===== config.mk =====
export PLATFORM = sky130hd
export DESIGN_NAME = pixel_stream_packer
export DESIGN_NICKNAME = d
export VERILOG_FILES = /design/src/rtl/pixel_stream_packer.sv
export SDC_FILE = /design/constraint.sdc
export NUM_CORES = 1
export LEC_CHECK = 0
export ABC_CLOCK_PERIOD_IN_PS = 4300
export BUFFER_PORTS_ARGS = -buffer_cell sky130_fd_sc_hd__buf_2
export CORE_MARGIN = 2
export CORE_UTILIZATION = 57
export DETAILED_ROUTE_END_ITERATION = 12
export PLACE_DENSITY = 0.91
export SETUP_SLACK_MARGIN = 0.3
export SYNTH_ARGS = -nofsm -noshare
export SYNTH_HDL_FRONTEND = slang
export SYNTH_SLANG_ARGS = --single-unit
export TNS_END_PERCENT = 1

===== constraint.sdc =====
create_clock -name clk -period 4.3 [get_ports clk]
set_clock_uncertainty 0.2 [all_clocks]
set_input_delay 0 -clock clk [delete_from_list [all_inputs] [get_ports clk]]
set_output_delay 0 -clock clk [all_outputs]
set_load 0.1 [all_outputs]

===== src/rtl/pixel_stream_packer.sv =====
// ============================================================================
// Module   : pixel_stream_packer
// Purpose  : Packs 24-bit RGB pixels into 32-bit little-endian AXI4-Stream
//            words (4 pixels -> 3 words), flushing a padded word at end of line.
// Revision : 1.0
// ============================================================================
`default_nettype none
`timescale 1ns/1ps

module pixel_stream_packer #(
    parameter logic [7:0] PAD_BYTE = 8'h00
) (
    input  logic        clk,
    input  logic        reset,
    input  logic [7:0]  in_red,
    input  logic [7:0]  in_green,
    input  logic [7:0]  in_blue,
    input  logic        in_valid,
    input  logic        in_sof,
    input  logic        in_eol,
    output logic        in_ready,
    output logic [31:0] out_tdata,
    output logic        out_tvalid,
    input  logic        out_tready,
    output logic        out_tuser,
    output logic        out_tlast,
    output logic        align_err
);

    typedef enum logic [0:0] {
        ST_PACK  = 1'b0,
        ST_FLUSH = 1'b1
    } state_t;

    localparam logic [1:0] c_phase_zero = 2'd0;

    state_t      state_q,      state_d;
    logic [1:0]  phase_q,      phase_d;
    logic [23:0] res_q,        res_d;
    logic [31:0] pend_q,       pend_d;
    logic        sof_pend_q,   sof_pend_d;
    logic        align_err_q,  align_err_d;
    logic [31:0] out_tdata_q,  out_tdata_d;
    logic        out_tvalid_q, out_tvalid_d;
    logic        out_tuser_q,  out_tuser_d;
    logic        out_tlast_q,  out_tlast_d;

    logic [23:0] w_pixel;
    logic        w_out_free;
    logic        w_in_ready;
    logic        w_accept;
    logic        w_load;
    logic [31:0] w_load_data;
    logic        w_load_last;

    assign w_pixel    = {in_red, in_green, in_blue};
    assign w_out_free = !out_tvalid_q || out_tready;
    assign w_in_ready = !reset && (state_q == ST_PACK) && w_out_free;
    assign w_accept   = in_valid && w_in_ready;

    always_comb begin
        state_d      = state_q;
        phase_d      = phase_q;
        res_d        = res_q;
        pend_d       = pend_q;
        sof_pend_d   = sof_pend_q;
        align_err_d  = align_err_q;
        out_tdata_d  = out_tdata_q;
        out_tuser_d  = out_tuser_q;
        out_tlast_d  = out_tlast_q;
        out_tvalid_d = out_tvalid_q && !out_tready;
        w_load       = 1'b0;
        w_load_data  = 32'h0;
        w_load_last  = 1'b0;

        unique case (state_q)
            ST_PACK: begin
                if (w_accept) begin
                    if (in_sof) begin
                        sof_pend_d = 1'b1;
                        if (phase_q != c_phase_zero) begin
                            align_err_d = 1'b1;
                        end
                    end
                    unique case (phase_q)
                        2'd0: begin
                            res_d   = w_pixel;
                            phase_d = 2'd1;
                            if (in_eol) begin
                                w_load      = 1'b1;
                                w_load_data = {PAD_BYTE, w_pixel};
                                w_load_last = 1'b1;
                                phase_d     = c_phase_zero;
                            end
                        end
                        2'd1: begin
                            w_load      = 1'b1;
                            w_load_data = {w_pixel[7:0], res_q};
                            res_d       = {8'h00, w_pixel[23:8]};
                            phase_d     = 2'd2;
                            if (in_eol) begin
                                pend_d  = {PAD_BYTE, PAD_BYTE, w_pixel[23:8]};
                                state_d = ST_FLUSH;
                                phase_d = c_phase_zero;
                            end
                        end
                        2'd2: begin
                            w_load      = 1'b1;
                            w_load_data = {w_pixel[15:0], res_q[15:0]};
                            res_d       = {16'h0000, w_pixel[23:16]};
                            phase_d     = 2'd3;
                            if (in_eol) begin
                                pend_d  = {PAD_BYTE, PAD_BYTE, PAD_BYTE, w_pixel[23:16]};
                                state_d = ST_FLUSH;
                                phase_d = c_phase_zero;
                            end
                        end
                        default: begin
                            w_load      = 1'b1;
                            w_load_data = {w_pixel, res_q[7:0]};
                            w_load_last = in_eol;
                            phase_d     = c_phase_zero;
                        end
                    endcase
                end
            end
            ST_FLUSH: begin
                // Upstream is held off here, so the pending word only waits for room
                if (w_out_free) begin
                    w_load      = 1'b1;
                    w_load_data = pend_q;
                    w_load_last = 1'b1;
                    state_d     = ST_PACK;
                    phase_d     = c_phase_zero;
                end
            end
            default: begin
                state_d = ST_PACK;
            end
        endcase

        // The word that includes a SOF pixel's bytes carries tuser as well
        if (w_load) begin
            out_tvalid_d = 1'b1;
            out_tdata_d  = w_load_data;
            out_tlast_d  = w_load_last;
            out_tuser_d  = sof_pend_d;
            sof_pend_d   = 1'b0;
        end
    end

    always_ff @(posedge clk) begin
        if (reset) begin
            state_q      <= ST_PACK;
            phase_q      <= c_phase_zero;
            res_q        <= 24'h0;
            pend_q       <= 32'h0;
            sof_pend_q   <= 1'b0;
            align_err_q  <= 1'b0;
            out_tdata_q  <= 32'h0;
            out_tvalid_q <= 1'b0;
            out_tuser_q  <= 1'b0;
            out_tlast_q  <= 1'b0;
        end else begin
            state_q      <= state_d;
            phase_q      <= phase_d;
            res_q        <= res_d;
            pend_q       <= pend_d;
            sof_pend_q   <= sof_pend_d;
            align_err_q  <= align_err_d;
            out_tdata_q  <= out_tdata_d;
            out_tvalid_q <= out_tvalid_d;
            out_tuser_q  <= out_tuser_d;
            out_tlast_q  <= out_tlast_d;
        end
    end

    assign in_ready   = w_in_ready;
    assign out_tdata  = out_tdata_q;
    assign out_tvalid = out_tvalid_q;
    assign out_tuser  = out_tuser_q;
    assign out_tlast  = out_tlast_q;
    assign align_err  = align_err_q;

endmodule

`default_nettype wire


After elaboration in Yosys (flattened, before gate mapping)
Index checks and enable logic that the tools add are counted.
W data, S select, Z words.
- RAM bits: 0
- flip-flop bits (word level): 96
- memories: 0
- latch bits: 0
- output and inout bits: 37
- memory bits (read-only): 0
- mux-type cells: 32
- multiply operators: 0
- equality and inequality tests: 6
- reductions and logical operators: 18
- $add $sub $neg: 0
- shift-type cells: 0
- bitwise logic cells: 1
- divide/modulo/power cells: 0
- $lt $le $gt $ge: 0
- operator list (kind ; count):
    $mux W32 ; 4
    $pmux W32 S2 ; 2
    $pmux W32 S3 ; 1
    $pmux W24 S3 ; 1
    $mux W24 ; 1
    $mux W1 ; 13
    $mux W2 ; 4
    $pmux W1 S2 ; 4
    $ne A2 B2 Y1 const B ; 3
    $pmux W2 S3 ; 1
    $reduce_and A5 Y1 ; 1
    $logic_and A1 B1 Y1 ; 4
    $pmux W2 S2 ; 1
    $reduce_and A4 Y1 ; 1
    $reduce_bool A2 Y1 ; 2
    $reduce_or A2 Y1 ; 2
    $logic_not A1 Y1 ; 3
    $reduce_and A3 Y1 ; 1
    $reduce_bool A3 Y1 ; 1
    $eq A2 B1 Y1 const B ; 1
    $eq A2 B2 Y1 const B ; 1
    $logic_not A2 Y1 ; 1
    $ne A2 B1 Y1 const B ; 1
    $reduce_and A2 Y1 ; 1
    2 further kinds ; 2

Longest topological paths before layout
Gate-level depths: netlist (run 1).
- word-level depth: 7
- gate-level depth with buffers: 8
- depth with buffers taken out: 6

Worst setup path before layout (run 1)
OpenSTA, ideal clock, no wires.
- path type: register to output
- start: register out_tvalid_q, in the netlist out_tvalid
- end: output port in_ready
- data required time: 4.100 ns
- slack: 0.984 ns
- data arrival time: 3.116 ns
- buffers on the path: 1
- cell stages (with the launch flop): 4
- path through: dfxtp_1 nor2b_1 buf_4 nor3_1
- word-level cells in the longest chain between the ends: 3
- RTL lines (item ; line ; source):
    from (decl) ; 44 ; logic out_tvalid_q, out_tvalid_d;
    from (signal assigned) ; 172 ; out_tvalid_q <= out_tvalid_d;
    $logic_not A1 Y1 ; 57 ; assign w_out_free = !out_tvalid_q || out_tready;
    $logic_or A1 B1 Y1 ; 57 ;
    $logic_and A1 B1 Y1 ; 58 ; assign w_in_ready = !reset && (state_q == ST_PACK) && w_out_free;
    to (decl) ; 21 ; output logic in_ready,
No other way between the ends.

Worst setup path after layout (run 1)
- start: register phase_q[0]
- end: register res_q[7]
- word-level cells in the longest chain between the ends: 3
- RTL lines (item ; line ; source):
    from (decl) ; 38 ; logic [1:0] phase_q, phase_d;
    from (signal assigned) ; 155 ; phase_q <= c_phase_zero;
    from (signal assigned) ; 166 ; phase_q <= phase_d;
    $eq A2 B2 Y1 (tied with other cells) ; 85 ; unique case (phase_q)
    $reduce_bool A3 Y1 (no source line) ; - ;
    $reduce_and A3 Y1 (no source line) ; - ;
    to (signal assigned) ; 167 ; res_q <= res_d;
    to (decl) ; 39 ; logic [23:0] res_q, res_d;
Parallel ways exist; a longest one is shown, timed or not.
A chain may end at the register's enable or synchronous reset.

==> results.yml, run 1 <==
status:
  status: "completed"
synthesis:
  yosysSeqAreaShare: 0.393
  synthArstFlopShare: 0
  syn-num-nets: 523
  ys.flop_type: "dfxtp_1"
  synth-edff-count: 0
  avgSynthCellArea_um2: 8.35
  ys_warn_count: 0
  netlist-cell-type-count: 44
  synth_seq_cells: 80
  synthCells: 488
  syn_area_mm2: 0.00408
clocking:
  htree_levels: 3
  cts.clk_slew.worst_paths_ns: 0.08
  cts_sinks: 80
  insertion_delay_ns: 0.36
  clockBufferDepth: 2
  cts.repair.resized: 0
  cts_inserted_buffers: 9
  tritoncts: "built"
  cts_root_buf: "clkbuf_8"
timing:
  tns_ns: 0
  min_period_over_period: 0.724
  fmax_ghz: 0.321
  rsz0062_at_grt: "no"
  max-slew-margin-rel: 0.215
  finalHoldViolCount: 0
  tightest_slew_ns: 1.17
  fin_ws_ns: 1.19
  min_period_ns: 3.11
  finalSetupViolCount: 0
  slew_violations: 0
drt:
  vias: 4335
  initialDrtViolationCount: 524
  drc: 0
  totalWireLength_mm: 12.4
  viasPerCell: 6.67
  firstDrtPassIters: 6
  ant_nets: 0
  routedWlPerCell_um: 19.0
floorplan:
  io_pins: 67
  dieArea_mm2: 0.00784
  die_x_um: 88.6
  core_area_mm2: 0.00687
  start_util: 0.593
  rows: 30
  die_h_um: 88.6
setup_path:
  crit_type: "flop to flop"
  worst-path-max-fanout: 35
  r2r_end: "res_q[7]"
  r2r_slack_ns: 1.19
  setup.worst_path.end_class: "flop"
  start_kind: "flop"
  reg2reg_from: "phase_q[0]"
  worstPathArrival_ns: 3.20
  required_ns: 4.38
  reg2reg_depth: 6
cells_and_area:
  fin_cells: 650
  final_core_util: 0.710
  nets: 584
  drive_gt1_frac: 0.168
  seqCellArea_mm2: 0.00160
  fillers: 519
  diodes: 0
  area_growth_syn_to_layout_pct: 19.7
  multiInputGateArea_mm2: 0.00218
power:
  power_density_mw_per_mm2: 381
  p_leak_nw: 1.88
  vdd_drop_max_mv: 0.317
global_routing:
  grt_pass1_vias: 3859
  gr-total-overflow: 0
  antenna_found_initial: 0
  grt_max_degree: 61
  grtUsageTotal: 0.325
  grt_pass1_wl_mm: 19.5
worst_hold_path:
  min_path_type: "input pin to flop"
  whs_path_depth: 4
  hold_start: "in_sof"
  whs_endpoint: "align_err"
placement:
  io_buffers: 66
  place_inst: 601
  place_ws_ns: 1.54
  globalplace.congestion: 0.955
  dp_hpwl_mm: 7.75
job:
  maxCapViolCount: 0
## state kept, by name (all words and copies together), names as in the netlist
name / cells
out_tuser: 1
out_tlast: 1
res_q: 24
sof_pend_q: 1
pend_q: 16
align_err: 1
phase_q: 2
out_tvalid: 1
out_tdata: 32
state_q: 1
## synth_stat cells (10+ instances only)
cell type  instances  area, µm²
a211oi_1          10       75.1
o211ai_1          32        240
dfxtp_1           80       1600
o31ai_1           16        120
nand2_1           47        176
o21ai_0           22        110
a221o_1           18        180
buf_1             10       37.5
nand3_1           29        145
a21oi_1           60        300
inv_1             10       37.5
a221oi_1          22        193
buf_2             17       85.1
nor3_1            12       60.1
nor2_1            20       75.1
clkbuf_1          19       71.3
## repair_timing
action                                  CTS  global route
hold buffers                             33             0
hold endpoints to repair                 78             0
endpoints found under the setup margin    0             0
setup buffers                             0             0
## layout by cell type, fill, tap and decap left out, drive strengths merged
cell | synthesis | routed
nor2b | 3 | 3
or2 | 1 | 1
dlygate4sd3 | 0 | 33
ha | 5 | 5
nor2 | 20 | 20
o211ai | 32 | 32
o221ai | 2 | 2
o31ai | 16 | 16
nand2 | 47 | 47
a211oi | 10 | 10
nor3 | 14 | 14
a21oi | 60 | 60
or3 | 7 | 7
dfxtp | 80 | 80
and2 | 3 | 3
o21ai | 23 | 23
a31oi | 1 | 1
inv | 11 | 11
a221oi | 22 | 22
a22o | 8 | 8
nand3b | 2 | 2
and3b | 1 | 1
mux2i | 8 | 8
nand3 | 30 | 30
nand2b | 3 | 3
nor4 | 2 | 2
and4 | 1 | 1
clkinv | 1 | 3
buf | 33 | 69
o21a | 2 | 2
bufinv | 0 | 3
a221o | 18 | 18
clkbuf | 19 | 11
nand4 | 2 | 2
a32oi | 1 | 1
## through the flow
stage | instance area (µm²) | total power [mW] | hold WS (ns)
finish | 4880 | 1.86 | 0.241
global route | 4880 | 1.91 | 0.247
CTS | 4880 | 1.84 | 0.234
detailed placement | 4300 | 1.16 | 0.0686
global placement | 4300 | 1.16 | 0.0652
floorplan | 4080 | 1.09 | -0.0359
## power by group
group	total [mW]	internal (mW)	switching, mW
clock	0.678	0.402	0.276
combinational	0.387	0.103	0.284
sequential	0.795	0.774	0.0205
total	1.86	1.28	0.581
## worst max path at each step
stage | start | to | slack [ns] | cells after the start
3_5_place_dp | phase_q[1] | res_q[15] | 1.54 | 7
4_1_cts | phase_q[0] | res_q[6] | 1.25 | 6
5_1_grt | phase_q[1] | res_q[2] | 1.01 | 6
6_report | phase_q[0] | res_q[7] | 1.19 | 6
2_1_floorplan | out_tvalid | in_ready | 0.98 | 3
3_3_place_gp | phase_q[0] | res_q[13] | 1.67 | 7
## critical path, stage by stage, from the launching register on
cell and delay [ns]:
dfxtp_1 0.36, ha_1 0.24, buf_4 0.25, nor4_4 1.04
o211ai_1 0.18, dlygate4sd3_1 0.62, a21oi_1 0.14
## metal layers
layer,vias to the layer above,share of wire,GRT usage
li1,1973,-,-
met1,1995,0.40,0.438
met2,310,0.46,0.505
met3,57,0.11,0.0793
met4,0,0.034,0.125
met5,-,0,0
## final cells by class
cell class / count / area share
flip-flops and latches: 80 / 0.328
clock buffers: 11 / 0.0290
inverters: 12 / 0.00923
repair buffers: 102 / 0.140
well taps: 96 / 0.0246
multi-input cells: 344 / 0.448
clock inverters: 5 / 0.0213
## kinds of logic (layout without fill, tap and decap cells)
group	after synthesis	count (layout)	synth area share
compound gates	195	195	0.329
simple gates	136	136	0.172
flops	80	80	0.393
buf+inv	64	130	0.0715
mux	8	8	0.0196
fa+ha+maj	5	5	0.0153
Power figures use the tool's default switching activity.
==> run 2, diff against run 1 <==
- ABC_CLOCK_PERIOD_IN_PS: 4300 -> 2900
- CORE_UTILIZATION: 57 -> 56
- PLACE_DENSITY: 0.91 -> 0.89
- clock period: 4.3 -> 2.9 ns (I/O delays scaled with it)
==> run 2 against run 1 <==
  * Clock power is 20% higher
  * Critical path type unchanged
  * Worst hold slack better by 0.0093 ns
  * Final area is 0.23% higher
  * Via count is 0.48% lower
  * Global-route usage is 0.99 points higher
  * Die area is 1.7% higher
  * Routed wire length is 3.2% higher
  * Count of clock-buffer cells in the layout stayed put
==> results.yml, run 2 (synthesized netlist as in run 1, its figures left out) <==
cells_and_area:
  mostFrequentLayoutCells: "dfxtp_1, buf_2, a21oi_1"
  final_area_mm2: 0.00489
  nets: 592
  final_common_cell: "dfxtp_1"
  fillers: 609
  largest_reg_flops: 32
  area_growth_syn_to_layout_pct: 20.0
  diodes: 0
  drive_gt1_frac: 0.189
timing:
  rsz0062_at_grt: "no"
  max-slew-margin-rel: 0.519
  fmax_ghz: 0.413
  tns_ns: 0
  finalSetupViolCount: 0
  finalHoldViolCount: 0
  tightest_slew_ns: 0.721
  min_period_ns: 2.42
  min_period_over_period: 0.835
  slew_violations: 0
floorplan:
  rows: 31
  die_h_um: 89.3
  core_area_mm2: 0.00714
  die_x_um: 89.3
  dieArea_mm2: 0.00798
  start_util: 0.571
  io_pins: 67
setup_path:
  setup.worst_path.end_class: "flop"
  r2r_end: "out_tdata[17]"
  crit_type: "flop to flop"
  crit_buf_inv: 1
  reg2reg_depth: 6
  worstSetupStartpoint: "phase_q[1]"
  crit_chain: "inv_1 -> ha_1 -> nand2b_1 -> nand3_2 -> nand3_1 -> a21oi_1"
  worst-path-max-fanout: 27
  critPathSlowestCell: "nand3_2"
  required_ns: 2.93
  cp_top_family: "simple AND/OR/NAND/NOR gates"
  r2r_slack_ns: 0.48
  reg2reg_from: "phase_q[1]"
  start_kind: "flop"
  worstPathArrival_ns: 2.45
  worst-path-stages: 6
  cp-endpoint: "out_tdata[17]"
  slowest_delay_ns: 0.46
clocking:
  clockBufferDepth: 2
  insertion_delay_ns: 0.36
  cts_root_buf: "clkbuf_8"
  cts_inserted_buffers: 9
  cts_sinks: 80
  cts_setup_buffers: 0
  htree_levels: 3
  tritoncts: "built"
  cts.clk_slew.worst_paths_ns: 0.08
power:
  p_leak_nw: 1.89
  finalPower_mw: 2.57
  power_density_mw_per_mm2: 526
  vdd_drop_max_mv: 0.284
worst_hold_path:
  min_path_type: "flop to flop"
placement:
  place_area_mm2: 0.00439
  globalplace.congestion: 0.965
  dp_hpwl_mm: 8.22
  io_buffers: 66
drt:
  drc: 0
  routedWlPerCell_um: 19.3
  ant_nets: 0
  viasPerCell: 6.53
  firstDrtPassIters: 5
  totalWireLength_mm: 12.8
  vias: 4314
  initialDrtViolationCount: 471
global_routing:
  grt_pass1_vias: 3967
  antenna_found_initial: 0
  grt_pass1_wl_mm: 20.3
  gr-total-overflow: 0
  grt_max_degree: 40
  grtUsageTotal: 0.335
status:
  status: "completed"
job:
  maxCapViolCount: 0
==> run 2: cell count changes in the layout (fill, tap and decap cells not counted), moves of 2 or more <==
cell           change
clkinvlp_4         +4
dlygate4sd3_1      -3
bufinv_16          -2
buf_4             +11
==> run 2: metrics by stage <==
stage / utilization / hold slack [ns] / setup WS (ns) / std cells
floorplan: - / -0.0359 / 0.453 / 488
CTS: 0.684 / 0.253 / 0.417 / 661
global placement: 0.616 / 0.0637 / 0.618 / 615
detailed placement: 0.616 / 0.0941 / 0.454 / 615
global route: 0.685 / 0.268 / 0.288 / 661
finish: 0.685 / 0.250 / 0.479 / 661
==> run 2: how the worst min path moves through the flow <==
stage	startpoint	to	slack [ns]	depth (start not counted)
2_1_floorplan	in_sof	align_err	-0.04	2
3_3_place_gp	in_sof	align_err	0.06	3
3_5_place_dp	in_sof	align_err	0.09	3
4_1_cts	pend_q[10]	pend_q[10]	0.25	2
5_1_grt	res_q[17]	res_q[17]	0.27	2
6_report	pend_q[10]	pend_q[10]	0.25	2
==> run 2: per-layer routing <==
metal,vias up,part of all wire,track usage
met4,0,0.031,0.121
met2,265,0.47,0.535
met1,2031,0.41,0.454
met5,-,0,0
li1,1977,-,-
met3,41,0.094,0.0600
==> run 2: power by group <==
group	switching [mW]	internal, mW
sequential	0.0271	1.15
clock	0.419	0.397
combinational	0.425	0.156
==> run 2: tightest hold or removal path: stages, from the launching register on <==
cell and delay, ns:
dfxtp_1 0.31, nand2_1 0.05, a21oi_1 0.05
==> run 2: what timing repair did <==
action | 4_1_cts | 5_1_grt
hold endpoints to repair | 80 | 0
endpoints found under the setup margin | 0 | 24
resized for setup | 0 | 2
hold buffers | 30 | 0
==> run 2: area by class of cell <==
cell class	count	area (µm²)	share of cell area
Multi-Input combinational cell	344	2190	0.448
Sequential cell	80	1600	0.328
Timing Repair Buffer	110	736	0.150
Clock buffer	11	131	0.0269
Tap cell	99	124	0.0253
Clock inverter	5	57.6	0.0118
Inverter	12	48.8	0.00998
==> run 3, diff against run 2 <==
- ABC_CLOCK_PERIOD_IN_PS: 2900 -> 2210
- CORE_UTILIZATION: 56 -> 51
- PLACE_DENSITY: 0.89 -> 0.86
- clock period: 2.9 -> 2.21 ns (I/O delays scaled with it)
==> run 3 against run 2 <==
  * Combinational power increased by 42%
  * Die area increased by 9.4%
  * Fmax increased by 24%
  * Critical endpoint is now out_tdata[25]
  * Highest routed layer unchanged
==> results.yml, run 3 (synthesized netlist as in run 1, its figures left out) <==
setup_path:
  r2r_end: "out_tdata[25]"
  crit_type: "flop to flop"
  crit_chain: "inv_2 -> ha_1 -> buf_4 -> a221oi_2 -> a21oi_1 -> o211ai_1 -> o21ai_0"
  reg2reg_from: "phase_q[0]"
  required_ns: 2.24
  start_kind: "flop"
  worst-path-max-fanout: 15
  r2r_slack_ns: 0.26
  reg2reg_depth: 7
  slowest_delay_ns: 0.40
  worstPathArrival_ns: 1.99
  crit_buf_inv: 2
  setup.worst_path.end_class: "flop"
  critPathSlowestCell: "dfxtp_4"
  cp_top_family: "compound AO/OA/AOI/OAI gates"
clocking:
  cts_inserted_buffers: 9
  insertion_delay_ns: 0.37
  cts.clk_slew.worst_paths_ns: 0.09
  tritoncts: "built"
  cts_root_buf: "clkbuf_8"
  cts_sinks: 80
  htree_levels: 3
  clockBufferDepth: 2
global_routing:
  grt_pass1_wl_mm: 21.6
  grtUsageTotal: 0.318
  antenna_found_initial: 0
  grt_max_degree: 38
  gr-total-overflow: 0
  grt_pass1_vias: 4133
drt:
  drc: 0
  vias: 4499
  routedWlPerCell_um: 20.8
  totalWireLength_mm: 14.1
  ant_nets: 0
  viasPerCell: 6.65
  initialDrtViolationCount: 773
  firstDrtPassIters: 7
worst_hold_path:
  min_path_type: "input pin to flop"
  whs_endpoint: "align_err"
  hold_start: "in_valid"
  whs_path_depth: 5
timing:
  slew_violations: 0
  finalSetupViolCount: 0
  min_period_over_period: 0.885
  max-slew-margin-rel: 0.659
  fmax_ghz: 0.512
  min_period_ns: 1.95
  rsz0062_at_grt: "yes"
  finalHoldViolCount: 0
  fin_ws_ns: 0.255
  tns_ns: 0
  tightest_slew_ns: 0.515
floorplan:
  die_h_um: 93.4
  dieArea_mm2: 0.00872
  io_pins: 67
  start_util: 0.528
  rows: 32
  die_x_um: 93.4
  core_area_mm2: 0.00773
cells_and_area:
  final_common_cell: "dfxtp_1"
  area_growth_syn_to_layout_pct: 28.4
  nets: 606
  diodes: 0
  mostFrequentLayoutCells: "dfxtp_1, buf_2, a21oi_1"
  drive_gt1_frac: 0.261
  largest_reg_flops: 32
power:
  p_leak_nw: 2.03
  finalPower_mw: 3.73
  vdd_drop_max_mv: 0.406
  power_density_mw_per_mm2: 712
placement:
  io_buffers: 66
  globalplace.congestion: 0.944
  dp_hpwl_mm: 8.57
  place_ws_ns: 0.0931
status:
  status: "completed"
job:
  maxCapViolCount: 0
run 3: routing by layer:
| metal | share of wire | vias to the layer above | global-route usage |
|---|---|---|---|
| met5 | 0 | - | 0 |
| li1 | - | 2019 | - |
| met2 | 0.44 | 378 | 0.474 |
| met1 | 0.38 | 2036 | 0.440 |
| met3 | 0.13 | 66 | 0.0467 |
| met4 | 0.046 | 0 | 0.176 |
run 3: worst min-delay path, stage by stage:
cell and delay [ns]:
buf_2 0.12, nand2b_4 0.13, nor2_1 0.09, a31oi_1 0.17
nor2_1 0.04
run 3: report_power, final:
part           internal (mW)  total [mW]  switching (mW)
clock network          0.817        1.36           0.540
registers               1.51        1.55          0.0406
logic                  0.234       0.824           0.590
total                   2.56        3.73            1.17
run 3: metrics by stage:
| step | cells | util | hold WS, ns | area [µm²] |
|---|---|---|---|---|
| floorplan | 488 | - | -0.0359 | 4090 |
| global placement | 626 | 0.578 | 0.0760 | 4470 |
| detailed placement | 626 | 0.578 | 0.0689 | 4470 |
| CTS | 672 | 0.656 | 0.00952 | 5070 |
| global route | 677 | 0.677 | 0.0711 | 5240 |
| finish | 677 | 0.677 | 0.0235 | 5240 |
run 3: how the worst max path moves through the flow:
stage,startpoint,cells past startpoint,to,slack (ns)
after floorplan,phase_q[1],8,out_tdata[10],0.25
after global placement,out_tvalid,5,out_tdata[11],0.22
after detailed placement,phase_q[0],6,out_tlast,0.09
after CTS,phase_q[0],7,out_tdata[25],0.26
after global routing,phase_q[0],7,out_tdata[25],0.21
final,phase_q[0],7,out_tdata[25],0.26
run 3: what timing repair did:
item / 4_1_cts / 5_1_grt
pin swaps: 0 / 2
gates resized for setup: 13 / 36
buffers inserted: 3 / 2
hold buffers: 28 / 0
cloned: 0 / 3
hold endpoints to repair: 77 / 0
setup endpoints to repair: 74 / 74
run 3: layout make-up:
| cell class | count | area, µm² |
|---|---|---|
| inverters | 12 | 45.0 |
| multi-input cells | 345 | 2340 |
| clock buffers | 11 | 153 |
| well taps | 102 | 128 |
| clock inverters | 4 | 98.8 |
| flip-flops and latches | 80 | 1610 |
| repair buffers | 123 | 856 |
| fillers | 606 | 2490 |
